--- src/rtl/gpio_pkg.sv ---
// Shared register-map constants and bus widths for the padring GPIO side controllers.
package gpio_pkg;

    localparam int unsigned REG_AW = 4;
    localparam int unsigned REG_DW = 32;

    localparam logic [REG_AW-1:0] ADDR_OUT     = 4'h0;
    localparam logic [REG_AW-1:0] ADDR_OEN     = 4'h1;
    localparam logic [REG_AW-1:0] ADDR_IE      = 4'h2;
    localparam logic [REG_AW-1:0] ADDR_IN      = 4'h3;
    localparam logic [REG_AW-1:0] ADDR_RISE_EN = 4'h4;
    localparam logic [REG_AW-1:0] ADDR_FALL_EN = 4'h5;
    localparam logic [REG_AW-1:0] ADDR_STATUS  = 4'h6;
    localparam logic [REG_AW-1:0] ADDR_CFG0    = 4'h8;

    // CFG0..CFG7 occupy the upper half of the word address space
    function automatic logic is_cfg_addr(input logic [REG_AW-1:0] addr);
        return addr[REG_AW-1];
    endfunction

endpackage

--- src/rtl/gpio_side_ctrl_if.sv ---
// Valid/ready register port: request channel plus a held read-response channel.
interface gpio_side_ctrl_if;
    import gpio_pkg::*;

    logic              reg_valid;
    logic              reg_ready;
    logic              reg_write;
    logic [REG_AW-1:0] reg_addr;
    logic [REG_DW-1:0] reg_wdata;
    logic              reg_rvalid;
    logic              reg_rready;
    logic [REG_DW-1:0] reg_rdata;

    modport master (
        output reg_valid, reg_write, reg_addr, reg_wdata, reg_rready,
        input  reg_ready, reg_rvalid, reg_rdata
    );

    modport slave (
        input  reg_valid, reg_write, reg_addr, reg_wdata, reg_rready,
        output reg_ready, reg_rvalid, reg_rdata
    );

endinterface

--- src/rtl/gpio_sync.sv ---
// Parameterized-width two-flop synchronizer with synchronous active-high reset.
module gpio_sync #(
    parameter int unsigned WIDTH = 1
) (
    input  logic             clk,
    input  logic             rst,
    input  logic [WIDTH-1:0] d,
    output logic [WIDTH-1:0] q
);

    logic [WIDTH-1:0] sync1;

    always_ff @(posedge clk) begin
        if (rst) begin
            sync1 <= '0;
            q     <= '0;
        end else begin
            sync1 <= d;
            q     <= sync1;
        end
    end

endmodule

--- src/rtl/gpio_side_ctrl.sv ---
// Core-side controller for one padring side: register file, pad drive, synchronized
// input sampling, edge detection with W1C status and a registered level interrupt.
module gpio_side_ctrl
    import gpio_pkg::*;
#(
    parameter int unsigned NUM_GPIO = 9,
    parameter int unsigned CFG_W    = 8
) (
    input  logic                      clk,
    input  logic                      rst,
    gpio_side_ctrl_if.slave           reg_port,
    input  logic [NUM_GPIO-1:0]       pad_din,
    output logic [NUM_GPIO-1:0]       pad_dout,
    output logic [NUM_GPIO-1:0]       pad_oen,
    output logic [NUM_GPIO-1:0]       pad_ie,
    output logic [NUM_GPIO*CFG_W-1:0] pad_cfg,
    output logic                      irq
);

    localparam int unsigned CFG_TOT = NUM_GPIO * CFG_W;
    localparam int unsigned CFG_PAD = 8 * REG_DW;

    logic [NUM_GPIO-1:0] out_q, oen_q, ie_q, rise_en_q, fall_en_q, status_q;
    logic [NUM_GPIO-1:0] din_sync, in_s, in_d, rise, fall, clr, wr_bits;
    logic [CFG_TOT-1:0]  cfg_q;
    logic [CFG_PAD-1:0]  cfg_pad, cfg_wr;
    logic                wr_pend;
    logic [REG_AW-1:0]   wr_addr;
    logic [REG_DW-1:0]   wr_data;
    logic [REG_DW-1:0]   rd_mux, rdata_q;
    logic                rvalid_q, irq_q, ready, rd_fire, wr_fire;

    gpio_sync #(.WIDTH(NUM_GPIO)) u_sync (
        .clk (clk),
        .rst (rst),
        .d   (pad_din),
        .q   (din_sync)
    );

    assign ready   = ~(rvalid_q & ~reg_port.reg_rready);
    assign rd_fire = reg_port.reg_valid & ready & ~reg_port.reg_write;
    assign wr_fire = reg_port.reg_valid & ready &  reg_port.reg_write;

    assign reg_port.reg_ready  = ready;
    assign reg_port.reg_rvalid = rvalid_q;
    assign reg_port.reg_rdata  = rdata_q;

    assign pad_dout = out_q;
    assign pad_oen  = oen_q;
    assign pad_ie   = ie_q;
    assign pad_cfg  = cfg_q;
    assign irq      = irq_q;

    assign rise    = in_s & ~in_d & rise_en_q;
    assign fall    = ~in_s & in_d & fall_en_q;
    assign wr_bits = wr_data[NUM_GPIO-1:0];
    assign clr     = (wr_pend && wr_addr == ADDR_STATUS) ? wr_bits : '0;

    // Config is viewed as a zero-padded 8-word space so CFG slices beyond pad_cfg read 0
    always_comb begin
        cfg_pad                                  = '0;
        cfg_pad[CFG_TOT-1:0]                     = cfg_q;
        cfg_wr                                   = cfg_pad;
        cfg_wr[wr_addr[2:0]*REG_DW +: REG_DW]    = wr_data;
    end

    always_comb begin
        rd_mux = '0;
        case (reg_port.reg_addr)
            ADDR_OUT:     rd_mux[NUM_GPIO-1:0] = out_q;
            ADDR_OEN:     rd_mux[NUM_GPIO-1:0] = oen_q;
            ADDR_IE:      rd_mux[NUM_GPIO-1:0] = ie_q;
            ADDR_IN:      rd_mux[NUM_GPIO-1:0] = in_s;
            ADDR_RISE_EN: rd_mux[NUM_GPIO-1:0] = rise_en_q;
            ADDR_FALL_EN: rd_mux[NUM_GPIO-1:0] = fall_en_q;
            ADDR_STATUS:  rd_mux[NUM_GPIO-1:0] = status_q;
            default: begin
                if (is_cfg_addr(reg_port.reg_addr))
                    rd_mux = cfg_pad[reg_port.reg_addr[2:0]*REG_DW +: REG_DW];
            end
        endcase
    end

    // Writes are captured at accept and applied on the following edge
    always_ff @(posedge clk) begin
        if (rst) begin
            out_q     <= '0;
            oen_q     <= '1;
            ie_q      <= '0;
            rise_en_q <= '0;
            fall_en_q <= '0;
            status_q  <= '0;
            cfg_q     <= '0;
            in_s      <= '0;
            in_d      <= '0;
            irq_q     <= 1'b0;
            wr_pend   <= 1'b0;
            wr_addr   <= '0;
            wr_data   <= '0;
            rvalid_q  <= 1'b0;
            rdata_q   <= '0;
        end else begin
            in_s     <= din_sync & ie_q;
            in_d     <= in_s;
            status_q <= (status_q & ~clr) | rise | fall;
            irq_q    <= |(status_q & (rise_en_q | fall_en_q));

            wr_pend <= wr_fire;
            if (wr_fire) begin
                wr_addr <= reg_port.reg_addr;
                wr_data <= reg_port.reg_wdata;
            end

            if (wr_pend) begin
                case (wr_addr)
                    ADDR_OUT:     out_q     <= wr_bits;
                    ADDR_OEN:     oen_q     <= wr_bits;
                    ADDR_IE:      ie_q      <= wr_bits;
                    ADDR_RISE_EN: rise_en_q <= wr_bits;
                    ADDR_FALL_EN: fall_en_q <= wr_bits;
                    default: begin
                        if (is_cfg_addr(wr_addr))
                            cfg_q <= cfg_wr[CFG_TOT-1:0];
                    end
                endcase
            end

            if (rd_fire) begin
                rdata_q  <= rd_mux;
                rvalid_q <= 1'b1;
            end else if (reg_port.reg_rready) begin
                rvalid_q <= 1'b0;
            end
        end
    end

endmodule
--- src/flat_wrapper.sv ---
// flat-port wrapper written by rule: the top's interface ports become plain ports
module gpio_side_ctrl_flat import gpio_pkg::*;
#(
    parameter int unsigned NUM_GPIO = 9,
    parameter int unsigned CFG_W    = 8
)
  (clk, rst, pad_din, pad_dout, pad_oen, pad_ie, pad_cfg, irq, reg_port_reg_valid, reg_port_reg_write, reg_port_reg_addr, reg_port_reg_wdata, reg_port_reg_rready, reg_port_reg_ready, reg_port_reg_rvalid, reg_port_reg_rdata);
  gpio_side_ctrl_if reg_port_i ();
  input  logic clk;
  input  logic rst;
  input  logic [NUM_GPIO-1:0] pad_din;
  output logic [NUM_GPIO-1:0] pad_dout;
  output logic [NUM_GPIO-1:0] pad_oen;
  output logic [NUM_GPIO-1:0] pad_ie;
  output logic [NUM_GPIO*CFG_W-1:0] pad_cfg;
  output logic irq;
  input wire logic [$bits(reg_port_i.reg_valid)-1:0] reg_port_reg_valid;
  input wire logic [$bits(reg_port_i.reg_write)-1:0] reg_port_reg_write;
  input wire logic [$bits(reg_port_i.reg_addr)-1:0] reg_port_reg_addr;
  input wire logic [$bits(reg_port_i.reg_wdata)-1:0] reg_port_reg_wdata;
  input wire logic [$bits(reg_port_i.reg_rready)-1:0] reg_port_reg_rready;
  output wire logic [$bits(reg_port_i.reg_ready)-1:0] reg_port_reg_ready;
  output wire logic [$bits(reg_port_i.reg_rvalid)-1:0] reg_port_reg_rvalid;
  output wire logic [$bits(reg_port_i.reg_rdata)-1:0] reg_port_reg_rdata;
  assign reg_port_i.reg_valid = reg_port_reg_valid;
  assign reg_port_i.reg_write = reg_port_reg_write;
  assign reg_port_i.reg_addr = reg_port_reg_addr;
  assign reg_port_i.reg_wdata = reg_port_reg_wdata;
  assign reg_port_i.reg_rready = reg_port_reg_rready;
  assign reg_port_reg_ready = reg_port_i.reg_ready;
  assign reg_port_reg_rvalid = reg_port_i.reg_rvalid;
  assign reg_port_reg_rdata = reg_port_i.reg_rdata;
  gpio_side_ctrl #(.NUM_GPIO(NUM_GPIO), .CFG_W(CFG_W)) u_core (.clk(clk), .rst(rst), .reg_port(reg_port_i), .pad_din(pad_din), .pad_dout(pad_dout), .pad_oen(pad_oen), .pad_ie(pad_ie), .pad_cfg(pad_cfg), .irq(irq));
endmodule
--- config.mk ---
export PLATFORM = sky130hd
export DESIGN_NAME = gpio_side_ctrl_flat
export DESIGN_NICKNAME = d
export VERILOG_FILES = /design/src/rtl/gpio_pkg.sv /design/src/rtl/gpio_side_ctrl_if.sv /design/src/rtl/gpio_sync.sv /design/src/rtl/gpio_side_ctrl.sv /design/src/flat_wrapper.sv
export SDC_FILE = /design/constraint.sdc
export NUM_CORES = 1
export LEC_CHECK = 0
export ABC_AREA = 1
export CORE_AREA = 2 2 177 179
export DETAILED_ROUTE_END_ITERATION = 10
export DIE_AREA = 0 0 179 181
export GPL_TIMING_DRIVEN = 0
export SLEW_MARGIN = 10
export SYNTH_ARGS = -nofsm -noshare
export SYNTH_HDL_FRONTEND = slang
export SYNTH_SLANG_ARGS = --single-unit
--- constraint.sdc ---
create_clock -name clk -period 3.9 [get_ports clk]
set_input_delay 0.78 -clock clk [delete_from_list [all_inputs] [get_ports clk]]
set_output_delay 0.78 -clock clk [all_outputs]
set_load 0.05 [all_outputs]
# [Word-level counts from Yosys, hierarchy flattened]
# Index checks and enable logic that the tools add are counted.
[totals] register_bits=233 input_bits=50 output_inout_bits=134 wordCells=73
[classes] add_sub_neg=1 eq_ne=11 shift=3 muxes=7 n_bitwise=21 reduce_logical=13
[op_table] operator="$bwmux W256" count=1
[op_table] operator="$shift A32 B34 Y256 const A" count=1
[op_table] operator="$shiftx A256 B9 Y32" count=1
[op_table] operator="$shiftx A32 B34 Y256" count=1
[op_table] operator="$and A9 B9 Y9" count=7
[op_table] operator="$pmux W9 S7" count=1
[op_table] operator="$neg A8 Y34" count=1
[op_table] operator="$mux W32" count=1
[op_table] operator="$not A9 Y9" count=3
[op_table] operator="$or A9 B9 Y9" count=3
[op_table] operator="$eq A4 B3 Y1 const B" count=6
[op_table] operator="$mux W23" count=1
[op_table] operator="$eq A4 B2 Y1 const B" count=3
[op_table] operator="$reduce_and A2 Y1" count=5
[op_table] operator="$mux W9" count=1
[op_table] operator="$reduce_or A9 Y1" count=1
[op_table] operator="$eq A4 B1 Y1 const B" count=2
[op_table] operator="$logic_not A4 Y1" count=2
[op_table] operator="$reduce_or A7 Y1" count=1
[op_table] operator="$reduce_or A5 Y1" count=1
[op_table] operator="$and A1 B1 Y1" count=4
[op_table] operator="$not A1 Y1" count=4
[op_table] operator="$reduce_and A3 Y1" count=1
[op_table] operator="$mux W1" count=2
[op_table] operator="2 further kinds" count=2

# [Logic depth before layout (Yosys ltp)]
# Gate-level depths: netlist of the first run.
[depth] ltp_word=7 mapped_depth=10 mapped_depth_nobuf=10

# [Cells and area by module]
# A second synthesis of the first run with hierarchy kept.
[hier_totals] hier_cells=1301 area_unflattened_um2=9350.2
[modules_own_cells] mod="gpio_side_ctrl" instances=1 cells_each=1245 area_per_inst_um2=8828.5 seq_area_each_um2=4304.1
[modules_own_cells] mod="gpio_sync" instances=1 cells_each=56 area_per_inst_um2=521.8 seq_area_each_um2=360.3

# [Worst setup path before layout of the first run]
# No wires, ideal clock.
[synth_timing] path_type="input to register" from="input reg_port_reg_rready" to="register u_core.rdata_q[13], in the netlist u_core.reg_port.reg_rdata[13]" arrival_ns=2.062 required_time_ns=3.830 path_slack_ns=1.767 cell_stages=7 path_cell_list="inv_1 -> nand2_1 -> nand3b_1 -> nor2_1 -> clkbuf_1 -> nand2_1 -> a21oi_1"
[synth_between] elab_chain_cells=5
[synth_rtl] element="from (decl)" line="flat_wrapper.sv:21" text="input wire logic [$bits(reg_port_i.reg_rready)-1:0] reg_port_reg_rready;"
[synth_rtl] element="$not A1 Y1" line="gpio_side_ctrl.sv:40" text="assign ready = ~(rvalid_q & ~reg_port.reg_rready);"
[synth_rtl] element="$and A1 B1 Y1" line="gpio_side_ctrl.sv:40"
[synth_rtl] element="$not A1 Y1" line="gpio_side_ctrl.sv:40"
[synth_rtl] element="via reg_port_reg_ready" line="flat_wrapper.sv:22" text="output wire logic [$bits(reg_port_i.reg_ready)-1:0] reg_port_reg_ready;"
[synth_rtl] element="$and A1 B1 Y1 (2 in series)" line="gpio_side_ctrl.sv:41" text="assign rd_fire = reg_port.reg_valid & ready & ~reg_port.reg_write;"
[synth_rtl] element="to (signal assigned)" line="gpio_side_ctrl.sv:129" text="rdata_q <= rd_mux;"
[synth_rtl] element="to (decl)" line="gpio_side_ctrl.sv:30" text="logic [REG_DW-1:0] rd_mux, rdata_q;"
# The timed path passes the listed nets, and every way through them passes these cells.
# A chain may end at the register's enable or synchronous reset.

# [Final worst setup path of the first run]
[layout_timing] from="input reg_port_reg_rready" to="output reg_port_reg_ready"
[layout_between] elab_chain_cells=3
[layout_rtl] element="$not A1 Y1" line="gpio_side_ctrl.sv:40"
[layout_rtl] element="$and A1 B1 Y1" line="gpio_side_ctrl.sv:40"
[layout_rtl] element="$not A1 Y1" line="gpio_side_ctrl.sv:40"
[layout_rtl] element="to (decl)" line="flat_wrapper.sv:22"
# Every way passes these cells.

==> results.yml, run 1 <==
power_and_ir_drop:
  power_frac_comb: 0.076
  switching_power_uw: 1260
  powerDensity_nw_per_um2: 430
  p_leak_uw: 0.00473
  intPower_uw: 3960
  ir_drop_mv: 0.288
  clkPwrFrac: 0.454
  swShare: 0.242
  power_frac_seq: 0.470
floorplanning:
  rows: 64
  start_util: 0.297
  core_area_um2: 30300
  ios: 184
  die_x_um: 179
  fp.dieH_um: 181
  die_area_um2: 32400
drt:
  drtAntennaViolNets: 0
  first_iter_violations: 795
  wire_per_inst_um: 18.3
  drtPass1Iterations: 7
  wl_um: 32800
  viasPerCell: 5.00
  routed-via-count: 8940
  drc: 0
clocking:
  root_buffer: "clkbuf_16"
  hold_buffers: 0
  cts_resized: 0
  cts.sinks: 233
  ctsHtreeMaxLevel: 1
  clk_pin_slew_ns: 0.06
  clk_latency_ns: 0.53
  cts_inserted_buffers: 24
  cts_tree: "yes"
  postCtsSetupBuffers: 0
  clockBufferDepth: 3
yosys:
  ys.flop_type: "dfxtp_1"
  yosysUniqueCellTypes: 25
  syn_avg_cell_area_um2: 7.71
  yosysTopAreaCellShare: 0.517
  synthArstFlopShare: 0
  syn_nets: 1223
  synth_area_leaders: "dfxtp_1 52%, a21oi_1 9.1%, nand2_1 7.9%"
  synth_seq_cells: 233
  synth_largest_area_cell: "dfxtp_1"
  ys_warn_count: 0
  yosysSeqAreaShare: 0.517
  synth-edff-count: 0
  syn_area_um2: 9020
  syn_inst: 1169
sta:
  max_freq_mhz: 334
  relSlewSlack: 0.523
  slew_viol_final: 0
  hold_viol_final: 0
  tns_ns: 0
  finalSetupViolations: 0
  fin_crit_ns: 2.99
  rsz0062_at_grt: "no"
  layout_setup_ws_ns: 0.908
  min_period_over_period: 0.767
  worst_slew_pin_slew_ns: 0.712
  finClkSkew_ns: 0.0134
worst_hold_path:
  min_to: "u_core.u_sync.q[6]"
  hp-start: "u_core.u_sync.sync1[6]"
  hold_class: "reg -> reg"
  hold_path_depth: 2
worst_setup_path:
  path_class: "in -> out"
  critPathRequiredTime_ns: 3.12
  crit_path_start_kind: "input port"
  reg2reg_to: "u_core.pad_dout[7]"
  ff2ff_setup_slack_ns: 1.87
  critPathMaxFanout: 4
  critPathCaptureType: "primary output"
  rr_worst_depth: 7
  r2r_start: "u_core.wr_addr[0]"
  arrival_ns: 2.21
outcome:
  status: "completed"
global_routing:
  grt_pass1_wl_um: 50300
  antenna_found_initial: 0
  grt_max_degree: 14
  grt_overflow_total: 0
  grt_pass1_vias: 8665
  grt_util_all_layers: 0.200
layout:
  mostFrequentLayoutCells: "233 x dfxtp_1, 189 x nand2_1, 182 x clkdlybuf4s50_1"
  num-fill-cells: 3073
  drive_above_1_share: 0.0574
  final_common_cell: "dfxtp_1"
  final_nets: 1431
  antenna_cells: 0
  syn2layout_area_growth_pct: 34.6
  final_area_um2: 12100
placement:
  place.gp.congestion: 0.875
  port-buffer-count: 182
  hpwl_um: 24500
  pre_cts_slack_ns: 0.920
  placed_cell_area_um2: 11300
run:
  cap_violations: 0
==> stage by stage <==
stage	hold WS (ns)	std cells	util	total power, µW
global placement	0.393	1747	0.373	2900
CTS	0.403	1789	0.400	5260
floorplan	0.388	1169	-	2720
finish	0.401	1789	0.400	5220
global route	0.422	1789	0.400	5390
detailed placement	0.395	1747	0.373	2900
==> metal layers <==
| layer | vias to the layer above | GRT usage | wire, µm |
|---|---|---|---|
| met2 | 346 | 0.333 | 15400 |
| met1 | 4223 | 0.263 | 13800 |
| met3 | 64 | 0.0377 | 2660 |
| met4 | 0 | 0.0582 | 842 |
| met5 | - | 0 | 0 |
| li1 | 4307 | - | - |
==> how the worst max path moves through the flow <==
stage	cells past startpoint	endpoint	from	slack [ns]
2_1_floorplan	7	u_core.reg_port.reg_rdata[13]	reg_port_reg_rready	1.77
3_3_place_gp	4	reg_port_reg_ready	reg_port_reg_rready	0.93
3_5_place_dp	4	reg_port_reg_ready	reg_port_reg_rready	0.92
4_1_cts	4	reg_port_reg_ready	reg_port_reg_rready	0.91
5_1_grt	4	reg_port_reg_ready	reg_port_reg_rready	0.86
6_report	4	reg_port_reg_ready	reg_port_reg_rready	0.91
==> cells by family (layout without fill, tap and decap cells) <==
group,after synthesis,count (layout),synth area share
compound gates,376,376,0.223
flops,233,233,0.517
simple gates,385,385,0.176
fa+ha+maj,4,4,0.00555
buf+inv,171,395,0.0777
==> cells in the mapped netlist, drive strengths merged (7+ instances only) <==
| master | count |
|---|---|
| dfxtp | 233 |
| nand2 | 190 |
| o21ai | 166 |
| a21oi | 164 |
| nor2 | 123 |
| inv | 100 |
| nand3 | 66 |
| clkbuf | 37 |
| buf | 33 |
| a22o | 21 |
| a31oi | 9 |
| o211ai | 9 |
| a21boi | 7 |
==> area by class of cell <==
cell class	instances	area [µm²]	share of cell area
inverters	101	379	0.0312
repair buffers	182	1820	0.150
flip-flops and latches	233	4660	0.384
plain buffers	70	322	0.0265
clock buffers	33	674	0.0556
well taps	396	495	0.0408
multi-input cells	765	3650	0.301
clock inverters	9	131	0.0108
==> power by group through the flow <==
stage / registers [µW] / clock network [µW] / logic [µW]
after floorplan: 2540 / 0 / 180
after global placement: 2510 / 0 / 393
after detailed placement: 2510 / 0 / 395
after CTS: 2450 / 2410 / 397
after global routing: 2460 / 2490 / 432
final: 2460 / 2370 / 398
==> sequential cells by signal (all words and copies together) (netlist names) <==
| name | cells |
|---|---|
| u_core.u_sync.q | 9 |
| u_core.wr_pend | 1 |
| u_core.irq | 1 |
| u_core.wr_addr | 4 |
| u_core.rise_en_q | 9 |
| u_core.wr_data | 32 |
| u_core.pad_dout | 9 |
| u_core.pad_cfg | 72 |
| u_core.status_q | 9 |
| u_core.fall_en_q | 9 |
| u_core.reg_port.reg_rdata | 32 |
| u_core.reg_port.reg_rvalid | 1 |
| u_core.u_sync.sync1 | 9 |
| u_core.in_d | 9 |
| u_core.pad_ie | 9 |
| u_core.in_s | 9 |
| u_core.pad_oen | 9 |
==> worst max-delay path: stages <==
cell and delay, ns:
clkdlybuf4s50_1 0.45, inv_1 0.04, nand2_1 0.11, clkdlybuf4s50_1 0.83
(Power assumes the default switching activity.)
==> run 2: changes to the inputs <==
==> constraint.sdc (replaced) <==
create_clock -name clk -period 2.6 [get_ports clk]
set_input_delay 0.52 -clock clk [delete_from_list [all_inputs] [get_ports clk]]
set_output_delay 0.52 -clock clk [all_outputs]
set_load 0.05 [all_outputs]
==> results of run 2 <==
The final DEF is identical to that of run 1. Status: completed.
Main changes from that run: setup slack after placement 0.920 ns -> -0.0131 ns; setup slack after layout 0.908 ns -> 0.128 ns; register-to-register setup slack 1.87 ns -> 0.57 ns; total power 5220 µW -> 7830 µW; worst IR drop on VDD 0.288 mV -> 0.432 mV
==> run 3: changes to the inputs <==
--- a/config.mk
+++ b/config.mk
@@ -6,9 +6,9 @@
 export NUM_CORES = 1
 export LEC_CHECK = 0
 export ABC_AREA = 1
-export CORE_AREA = 2 2 177 179
+export CORE_AREA = 3 3 178 180
 export DETAILED_ROUTE_END_ITERATION = 10
-export DIE_AREA = 0 0 179 181
+export DIE_AREA = 0 0 181 183
 export GPL_TIMING_DRIVEN = 0
 export SLEW_MARGIN = 10
 export SYNTH_ARGS = -nofsm -noshare
==> run 3 against run 2 <==
Via count down 0.85%; maximum frequency up 0.15%; critical path depth unchanged; sequential share of layout area down 0.14 points; critical endpoint unchanged.
==> results.yml, run 3 (same netlist as run 1, synthesis figures left out) <==
outcome:
  status: "completed"
layout:
  final_area_um2: 12200
  syn2layout_area_growth_pct: 35.1
  final_nets: 1432
  final_common_cell: "dfxtp_1"
  mostFrequentLayoutCells: "233 x dfxtp_1, 189 x nand2_1, 182 x clkdlybuf4s50_1"
  drive_above_1_share: 0.0595
  postLayoutCoreUtil: 0.401
  fin_cells: 1791
  antenna_cells: 0
  largest_reg_flops: 72
global_routing:
  grt_pass1_wl_um: 49400
  antenna_found_initial: 0
  grt_util_all_layers: 0.189
  grt_pass1_vias: 8451
  grt_max_degree: 14
  grt_overflow_total: 0
clocking:
  clk_pin_slew_ns: 0.06
  hold_buffers: 0
  postCtsSetupBuffers: 0
  cts_inserted_buffers: 25
  root_buffer: "clkbuf_16"
  clockBufferDepth: 3
  ctsHtreeMaxLevel: 1
  cts_resized: 0
  clk_latency_ns: 0.53
  cts.sinks: 233
  cts_tree: "yes"
sta:
  finClkSkew_ns: 0.0167
  relSlewSlack: 0.472
  layout_setup_ws_ns: 0.132
  finalSetupViolations: 0
  fin_crit_ns: 2.47
  hold_viol_final: 0
  min_period_over_period: 0.949
  worst_slew_pin_slew_ns: 0.792
  worst_hold_slack_ns: 0.400
  rsz0062_at_grt: "no"
  max_freq_mhz: 405
  slew_viol_final: 0
drt:
  drtAntennaViolNets: 0
  met3WireLength_um: 2220
  routed.top_layer: "met4"
  wl_um: 32800
  routed-via-count: 8864
  wire_per_inst_um: 18.3
  drc: 0
  viasPerCell: 4.95
  route.met2.wl_um: 15100
  wl_met1_um: 14300
  first_iter_violations: 717
  drtPass1Iterations: 5
power_and_ir_drop:
  p_leak_uw: 0.00474
  power_frac_comb: 0.076
  intPower_uw: 6050
  clkPwrFrac: 0.461
  swShare: 0.240
  switching_power_uw: 1900
  power_frac_seq: 0.463
  ir_drop_mv: 0.401
  powerDensity_nw_per_um2: 652
floorplanning:
  ios: 184
  core_area_um2: 30300
  die_area_um2: 33100
  rows: 64
  die_x_um: 181
  fp.dieH_um: 183
  start_util: 0.297
worst_setup_path:
  crit_path_start_kind: "input port"
  reg2reg_to: "u_core.pad_dout[7]"
  rr_worst_depth: 7
  critPathMaxFanout: 4
  critPathCaptureType: "primary output"
  critPathRequiredTime_ns: 2.08
  r2r_start: "u_core.wr_addr[0]"
  path_class: "in -> out"
  arrival_ns: 1.95
  ff2ff_setup_slack_ns: 0.55
placement:
  port-buffer-count: 182
  hpwl_um: 24400
  placed_cell_area_um2: 11300
  pre_cts_slack_ns: -0.0142
  dp_cells: 1747
  place.gp.congestion: 0.887
worst_hold_path:
  hold_path_depth: 2
  hold_class: "reg -> reg"
  min_to: "u_core.u_sync.q[8]"
  hp-start: "u_core.u_sync.sync1[8]"
run:
  cap_violations: 0
## run 3: cell count changes in the layout (fill, tap and decap cells not counted)
cell	change
clkbuf_8	+5
clkinv_2	-3
bufinv_16	-1
clkbuf_1	-1
clkbuf_16	+1
clkinv_8	-1
clkinvlp_4	+1
inv_6	+1
## run 3: cell type report
type                    instances  area, µm²
multi-input cells             765       3650
inverters                     101        379
clock buffers                  38        764
fillers                      3128      18200
clock inverters                 6       86.3
well taps                     396        495
repair buffers                182       1820
plain buffers                  70        322
flip-flops and latches        233       4660
## run 3: power by group through the flow
stage | registers (µW) | clock network, µW | logic, µW
after floorplan | 3810 | 0 | 269
after global placement | 3760 | 0 | 592
after detailed placement | 3760 | 0 | 597
after CTS | 3680 | 3710 | 599
after global routing | 3690 | 3880 | 649
final | 3680 | 3670 | 603
## run 3: metrics by stage
stage               setup TNS [ns]  total power, µW
floorplan                        0             4080
global placement           -0.0138             4350
detailed placement         -0.0142             4360
CTS                              0             7990
global route                     0             8210
finish                           0             7950
## run 3: worst max path at each step
stage          cells past startpoint                  startpoint  slack, ns                      endpoint
3_5_place_dp                       9        reg_port_reg_addr[0]      -0.01  u_core.reg_port.reg_rdata[8]
4_1_cts                            4         reg_port_reg_rready       0.12            reg_port_reg_ready
2_1_floorplan                      6  u_core.reg_port.reg_rvalid       0.55  u_core.reg_port.reg_rdata[1]
3_3_place_gp                       9        reg_port_reg_addr[0]      -0.01  u_core.reg_port.reg_rdata[8]
5_1_grt                            4         reg_port_reg_rready       0.08            reg_port_reg_ready
6_report                           4         reg_port_reg_rready       0.13            reg_port_reg_ready
## run 3: worst max-delay path, cell delays in order
cell and delay [ns]:
clkdlybuf4s50_1 0.46, inv_1 0.04, nand2_1 0.11, clkdlybuf4s50_1 0.82
## run 3: per-layer routing
| layer | vias to the layer above | track usage |
|---|---|---|
| met5 | - | 0 |
| met4 | 0 | 0.0737 |
| met3 | 72 | 0.0329 |
| met2 | 324 | 0.309 |
| met1 | 4165 | 0.250 |
| li1 | 4303 | - |
